<file path="src/rtl/hazard_pkg.sv">
// Shared types and constants for the hazard/forwarding controller.
// Contents: FSM state enum, forward-select width helper, reset-value constants.
package hazard_pkg;

  typedef enum logic {
    RUN        = 1'b0,
    LOAD_STALL = 1'b1
  } hz_state_e;

  // Select 0 means "register file", 1..n pick a forwarding stage.
  function automatic int sel_width(input int num_fwd);
    return $clog2(num_fwd + 1);
  endfunction

  // Output values while rst is high: pipeline free-running, no bubble, no squash.
  localparam logic RST_PC_WRITE    = 1'b1;
  localparam logic RST_IFID_WRITE  = 1'b1;
  localparam logic RST_IDEX_WRITE  = 1'b1;
  localparam logic RST_CTRL_HAZARD = 1'b0;
  localparam logic RST_FLUSH       = 1'b0;
  localparam logic [2:0] RST_STALL_CNT = 3'd0;

endpackage

</file>
<file path="src/rtl/fwd_select.sv">
// Priority matcher choosing the nearest forwarding stage that writes rs.
// Ports: rs (source reg), fwd_rd (flattened stage destinations),
//        fwd_reg_write (stage write enables) -> sel (0 = regfile, k+1 = stage k).
module fwd_select #(
  parameter int REG_ADDR_W = 5,
  parameter int NUM_FWD    = 2,
  parameter int SEL_W      = $clog2(NUM_FWD + 1)
) (
  input  logic [REG_ADDR_W-1:0]         rs,
  input  logic [NUM_FWD*REG_ADDR_W-1:0] fwd_rd,
  input  logic [NUM_FWD-1:0]            fwd_reg_write,
  output logic [SEL_W-1:0]              sel
);

  // Walk oldest to nearest so the nearest match is the last write and wins.
  // x0 is hard-wired zero and must never be forwarded.
  always_comb begin
    sel = '0;
    for (int k = NUM_FWD - 1; k >= 0; k--) begin
      if (fwd_reg_write[k] && (fwd_rd[k*REG_ADDR_W +: REG_ADDR_W] == rs) && (rs != '0)) begin
        sel = SEL_W'(k + 1);
      end
    end
  end

endmodule

</file>
<file path="src/rtl/hazard_ctrl_unit.sv">
// Hazard and forwarding controller for the five-stage pipeline: EX operand
// forwarding, load-use stall FSM, taken-branch flush and external freeze.
// Ports: ID/EX register ids in, forwarding stage rd/write-enables in, branch_taken_ex,
//        ext_stall in; forward_a/b, PC_write, ifid_write, idex_write, ctrl_hazard,
//        flush_ifid, flush_idex out. Define HAZARD_STATS_EN for the
//        stall_cycles / flush_events / fwd_hits counters.
module hazard_ctrl_unit
  import hazard_pkg::*;
#(
  parameter int REG_ADDR_W   = 5,
  parameter int NUM_FWD      = 2,
  parameter int LOAD_LATENCY = 1,
  parameter int SEL_W        = sel_width(NUM_FWD)
) (
  input  logic                          clk,
  input  logic                          rst,
  input  logic [REG_ADDR_W-1:0]         rs1_id,
  input  logic [REG_ADDR_W-1:0]         rs2_id,
  input  logic                          use_rs1_id,
  input  logic                          use_rs2_id,
  input  logic [REG_ADDR_W-1:0]         rd_ex,
  input  logic                          mem_read_ex,
  input  logic [REG_ADDR_W-1:0]         rs1_ex,
  input  logic [REG_ADDR_W-1:0]         rs2_ex,
  input  logic [NUM_FWD*REG_ADDR_W-1:0] fwd_rd,
  input  logic [NUM_FWD-1:0]            fwd_reg_write,
  input  logic                          branch_taken_ex,
  input  logic                          ext_stall,
  output logic [SEL_W-1:0]              forward_a,
  output logic [SEL_W-1:0]              forward_b,
  output logic                          PC_write,
  output logic                          ifid_write,
  output logic                          idex_write,
  output logic                          ctrl_hazard,
  output logic                          flush_ifid,
  output logic                          flush_idex
`ifdef HAZARD_STATS_EN
  ,
  output logic [31:0]                   stall_cycles,
  output logic [31:0]                   flush_events,
  output logic [31:0]                   fwd_hits
`endif
);

  localparam logic [2:0] LAT_M1 = 3'(LOAD_LATENCY - 1);

  hz_state_e  state_q, state_d;
  logic [2:0] stall_cnt_q, stall_cnt_d;
  logic [SEL_W-1:0] sel_a, sel_b;
  logic       hit;

  fwd_select #(.REG_ADDR_W(REG_ADDR_W), .NUM_FWD(NUM_FWD), .SEL_W(SEL_W)) u_fwd_a (
    .rs(rs1_ex), .fwd_rd(fwd_rd), .fwd_reg_write(fwd_reg_write), .sel(sel_a)
  );

  fwd_select #(.REG_ADDR_W(REG_ADDR_W), .NUM_FWD(NUM_FWD), .SEL_W(SEL_W)) u_fwd_b (
    .rs(rs2_ex), .fwd_rd(fwd_rd), .fwd_reg_write(fwd_reg_write), .sel(sel_b)
  );

  assign hit = mem_read_ex && (rd_ex != '0) &&
               ((use_rs1_id && (rs1_id == rd_ex)) || (use_rs2_id && (rs2_id == rd_ex)));

  always_ff @(posedge clk) begin
    if (rst) begin
      state_q     <= RUN;
      stall_cnt_q <= RST_STALL_CNT;
    end else begin
      state_q     <= state_d;
      stall_cnt_q <= stall_cnt_d;
    end
  end

  // Priority: ext_stall freezes everything, then a taken branch squashes
  // (cancelling any load stall, since the dependent instruction dies), then
  // an in-progress stall, then a fresh load-use hit.
  always_comb begin
    state_d     = state_q;
    stall_cnt_d = stall_cnt_q;
    PC_write    = 1'b1;
    ifid_write  = 1'b1;
    idex_write  = 1'b1;
    ctrl_hazard = 1'b0;
    flush_ifid  = 1'b0;
    flush_idex  = 1'b0;
    forward_a   = sel_a;
    forward_b   = sel_b;

    if (ext_stall) begin
      PC_write   = 1'b0;
      ifid_write = 1'b0;
      idex_write = 1'b0;
    end else if (branch_taken_ex) begin
      flush_ifid  = 1'b1;
      flush_idex  = 1'b1;
      state_d     = RUN;
      stall_cnt_d = 3'd0;
    end else if (state_q == LOAD_STALL) begin
      PC_write    = 1'b0;
      ifid_write  = 1'b0;
      ctrl_hazard = 1'b1;
      if (stall_cnt_q <= 3'd1) begin
        state_d     = RUN;
        stall_cnt_d = 3'd0;
      end else begin
        stall_cnt_d = stall_cnt_q - 3'd1;
      end
    end else if (hit) begin
      PC_write    = 1'b0;
      ifid_write  = 1'b0;
      ctrl_hazard = 1'b1;
      if (LOAD_LATENCY > 1) begin
        state_d     = LOAD_STALL;
        stall_cnt_d = LAT_M1;
      end
    end

    if (rst) begin
      PC_write    = RST_PC_WRITE;
      ifid_write  = RST_IFID_WRITE;
      idex_write  = RST_IDEX_WRITE;
      ctrl_hazard = RST_CTRL_HAZARD;
      flush_ifid  = RST_FLUSH;
      flush_idex  = RST_FLUSH;
      forward_a   = '0;
      forward_b   = '0;
    end
  end

`ifdef HAZARD_STATS_EN
  // Saturating event counters.
  always_ff @(posedge clk) begin
    if (rst) begin
      stall_cycles <= '0;
      flush_events <= '0;
      fwd_hits     <= '0;
    end else begin
      if (ctrl_hazard && (stall_cycles != '1)) stall_cycles <= stall_cycles + 32'd1;
      if (flush_ifid && (flush_events != '1)) flush_events <= flush_events + 32'd1;
      if (((forward_a != '0) || (forward_b != '0)) && (fwd_hits != '1))
        fwd_hits <= fwd_hits + 32'd1;
    end
  end
`endif

endmodule

</file>
<file path="config.mk">
export PLATFORM = sky130hd
export DESIGN_NAME = hazard_ctrl_unit
export DESIGN_NICKNAME = d
export VERILOG_FILES = /design/src/rtl/hazard_pkg.sv /design/src/rtl/fwd_select.sv /design/src/rtl/hazard_ctrl_unit.sv
export SDC_FILE = /design/constraint.sdc
export NUM_CORES = 1
export LEC_CHECK = 0
export CELL_PAD_IN_SITES_DETAIL_PLACEMENT = 1
export CELL_PAD_IN_SITES_GLOBAL_PLACEMENT = 1
export CORE_ASPECT_RATIO = 0.6
export CORE_MARGIN = 3
export CORE_UTILIZATION = 24
export CTS_CLUSTER_DIAMETER = 60
export DETAILED_ROUTE_END_ITERATION = 12
export MAX_ROUTING_LAYER = met4
export PLACE_DENSITY_LB_ADDON = 0.1
export SYNTH_ARGS = -nofsm -noshare
export SYNTH_HDL_FRONTEND = slang
export SYNTH_SLANG_ARGS = --single-unit
</file>
<file path="constraint.sdc">
create_clock -name clk -period 3.15 [get_ports clk]
set_clock_uncertainty 0.2 [all_clocks]
set_input_delay 0.7875 -clock clk [delete_from_list [all_inputs] [get_ports clk]]
set_output_delay 0.7875 -clock clk [all_outputs]
set_load 0.005 [all_outputs]
</file>
==> summary.txt <==
Status
  – Status: finished with violations
  – Failing checks: setup timing

STA
  – Final hold viol count: 0
  – Worst-Margin Slew: 0.427 ns
  – F_max: 0.311 GHz
  – Max Slew Vio Count: 0
  – Final period utilization: 1.02
  – RSZ-0062 raised after global routing: yes
  – Rel. slew slack: 0.713
  – Worst setup margin: -0.0605 ns
  – Final setup vio count: 2
  – Period minus WS final: 3.21 ns

Power and ir drop
  – Peak VDD IR: 125 uV
  – Static Leak: 0.000731 uW
  – Power Total: 344 uW
  – Pwr Density: 211 nW/um2

GRT
  – Largest net degree at the start of global routing: 7
  – First-pass GRT wire length: 5200 um
  – Vias in the first global route: 1,039
  – Initial antenna violation count: 0
  – GRT Util Overall: 0.184
  – Grt ovf: 0

Logic synthesis
  – Syn Inst Count: 89
  – Synth Flop Type: dfxtp_1
  – Synthesized area: 722 um2
  – Post-synthesis sequential area ratio: 0.111
  – Syn_nets: 135
  – Yosys cell types: 31
  – YS warnings: 0
  – Async S/R FF share, synth: 0
  – Post-synth EDFFs: 0
  – Post-Syn Area per Cell: 8.11 um2
  – Seq cells post-synth: 4

Final layout
  – Layout cells sized above 1: 0.448
  – Fillcell total: 312
  – Final nets: 220
  – Area growth from synthesis to layout: 126%
  – Finished Cell Area: 1630 um2
  – Final instance count without filler cells: 212
  – # diodes: 0

Clocking
  – Hold buffer count at CTS: 0
  – Clock input transition at the sequential cells of the worst setup and hold paths: 0.03 ns
  – Clock latency on the worst-skew pair: 0.22 ns
  – CTS Root Buffer Type: clkbuf_8
  – Num CTS Buffers: 3
  – Max Buffers Root-to-Sink: 2
  – CTS tree: yes
  – Clock sink count: 4
  – H-tree Lvls: 1

Routing
  – Drt total wl: 3260 um
  – 1st-iter DRT viols: 22
  – Post-route met1 wirelength: 1670 um
  – Drt pass-1 iters: 6
  – Remaining DRCs: 0
  – Via Count: 964
  – Met3 wire length: 171 um
  – Uppermost layer routed: met4
  – Detail-routed via count per cell: 4.55
  – Avg WL per Cell: 15.4 um
  – Antenna Nets Post-Route: 0
  – Met2 routed WL: 1390 um

Placed design
  – Final GP Congestion: 0.793
  – Placed Cells incl. Taps: 207
  – IO Port Bufs: 53
  – Post-DP HPWL: 2620 um
  – Placed Instance Area: 1490 um2
  – DP Worst Slack: -0.620 ns

Setup path
  – CP cell instances: dlygate4sd2_1, or4_4, nor2_4, nor4_4, nor4_2, buf_2
  – Worst EP required: 2.16 ns
  – Critical path's largest stage delay: 0.51 ns
  – Critical path type: input pin to output port
  – Kind of cell adding the most delay to the critical path: simple AND/OR/NAND/NOR gates
  – Crit-path slowest cell: or4_4
  – Worst path bufs/invs: 2
  – Setup crit end kind: output port
  – Maximum fanout along the worst path: 2
  – Crit start category: input pin
  – Arrival time at the worst endpoint: 2.22 ns

Floorplanning
  – Die area: 3720 um2
  – Ports: 54
  – Starting density of the core: 0.269
  – Die Wd: 76.8 um
  – Cell row count: 14
  – Chip height: 48.5 um
  – Core area: 2680 um2

Job
  – Number of max-cap violations: 0

Min path
  – HP Class: flip-flop to flip-flop
[logic make-up after synthesis]
| family | Yosys count | share of synthesized area |
|---|---|---|
| DFF | 4 | 0.111 |
| AOI/OAI and AO/OA | 12 | 0.123 |
| adders and majority gates | 2 | 0.0347 |
| and+or+nand+nor | 33 | 0.315 |
| buffers and inverters | 8 | 0.0520 |
| xor gates and xnor gates | 30 | 0.364 |
[power breakdown]
group / internal (uW) / switching (uW) / total [uW]
registers: 53.9 / 2.12 / 56.0
clock network: 81.6 / 28.5 / 110
logic: 103 / 75.4 / 178
total: 238 / 106 / 344
[sequential cells by signal, summed over array words and instances, names as in the netlist]
signal	count
state_q	1
stall_cnt_q	3
[layer usage]
metal / vias to the layer above / track usage
li1: 481 / -
met1: 450 / 0.262
met2: 31 / 0.260
met3: 2 / 0.0556
met4: 0 / 0.0211
met5: - / -
[cell type report]
class | count | area [um2] | share of cell area
clock buffers | 3 | 41.3 | 0.0253
inverters | 6 | 22.5 | 0.0138
multi-input cells | 77 | 742 | 0.454
flip-flops and latches | 4 | 80.1 | 0.0490
well taps | 40 | 50.0 | 0.0307
repair buffers | 82 | 697 | 0.427
[synth_stat cells, types with 2 or more instances]
cell / count / area share
xnor2_1: 17 / 0.21
xor2_1: 13 / 0.16
inv_1: 6 / 0.031
nor2_1: 6 / 0.031
dfxtp_1: 4 / 0.11
nand2_1: 4 / 0.021
nand4_1: 3 / 0.026
nor4_1: 3 / 0.026
nor4_2: 3 / 0.052
o21ai_0: 3 / 0.021
buf_4: 2 / 0.021
ha_1: 2 / 0.035
nor2_4: 2 / 0.031
o21ba_2: 2 / 0.028
or4_1: 2 / 0.021
or4_4: 2 / 0.031
[timing repair]
action / CTS / global route
gates resized for setup: 90 / 25
setup endpoints to repair: 10 / 8
setup buffers: 2 / 0
pin swaps: 19 / 16
[cells in the final DEF, fill, tap and decap left out, types with 2 or more instances in the layout]
cell type,Yosys,final
xor2_1,13,11
clkdlybuf4s15_2,0,4
ha_1,2,2
buf_6,0,4
xnor2_1,17,11
o21ba_2,2,2
buf_4,2,27
inv_1,6,6
xor2_2,0,2
dfxtp_1,4,4
nor2_1,6,6
or4_4,2,3
nor4_4,0,3
nand2_1,4,4
clkdlybuf4s15_1,0,2
xnor2_2,0,6
dlymetal6s2s_1,0,5
clkbuf_2,0,4
clkbuf_8,0,3
nor4_2,3,3
buf_2,0,9
nor2_4,2,2
clkdlybuf4s50_1,0,16
dlygate4sd2_1,0,11
nand4_1,3,3
[path summary, 6_finish.rpt]
path,end,start,depth (start not counted),slack [ns]
worst min-delay path,stall_cnt_q[1],stall_cnt_q[1],2,0.32
worst max-delay path,forward_a[1],rs1_ex[1],6,-0.06
worst min register to register,stall_cnt_q[1],stall_cnt_q[1],2,0.32
worst max register to register,stall_cnt_q[2],stall_cnt_q[0],5,1.49
[stage by stage]
stage | hold WS, ns | TNS (ns) | utilization
finish | 0.320 | -0.0686 | 0.609
global route | 0.357 | -0.224 | 0.609
CTS | 0.327 | -0.0299 | 0.588
detailed placement | 0.325 | -4.27 | 0.556
global placement | 0.303 | -3.98 | 0.556
floorplan | 0.255 | 0 | -
[worst reg2reg max path, delay by kind of cell, from the launching register on]
family | cells | cell delay (ns)
AOI/OAI and AO/OA | 3 | 0.67
adders and majority gates | 1 | 0.18
DFF | 1 | 0.39
and+or+nand+nor | 1 | 0.09
(Power assumes the default switching activity.)
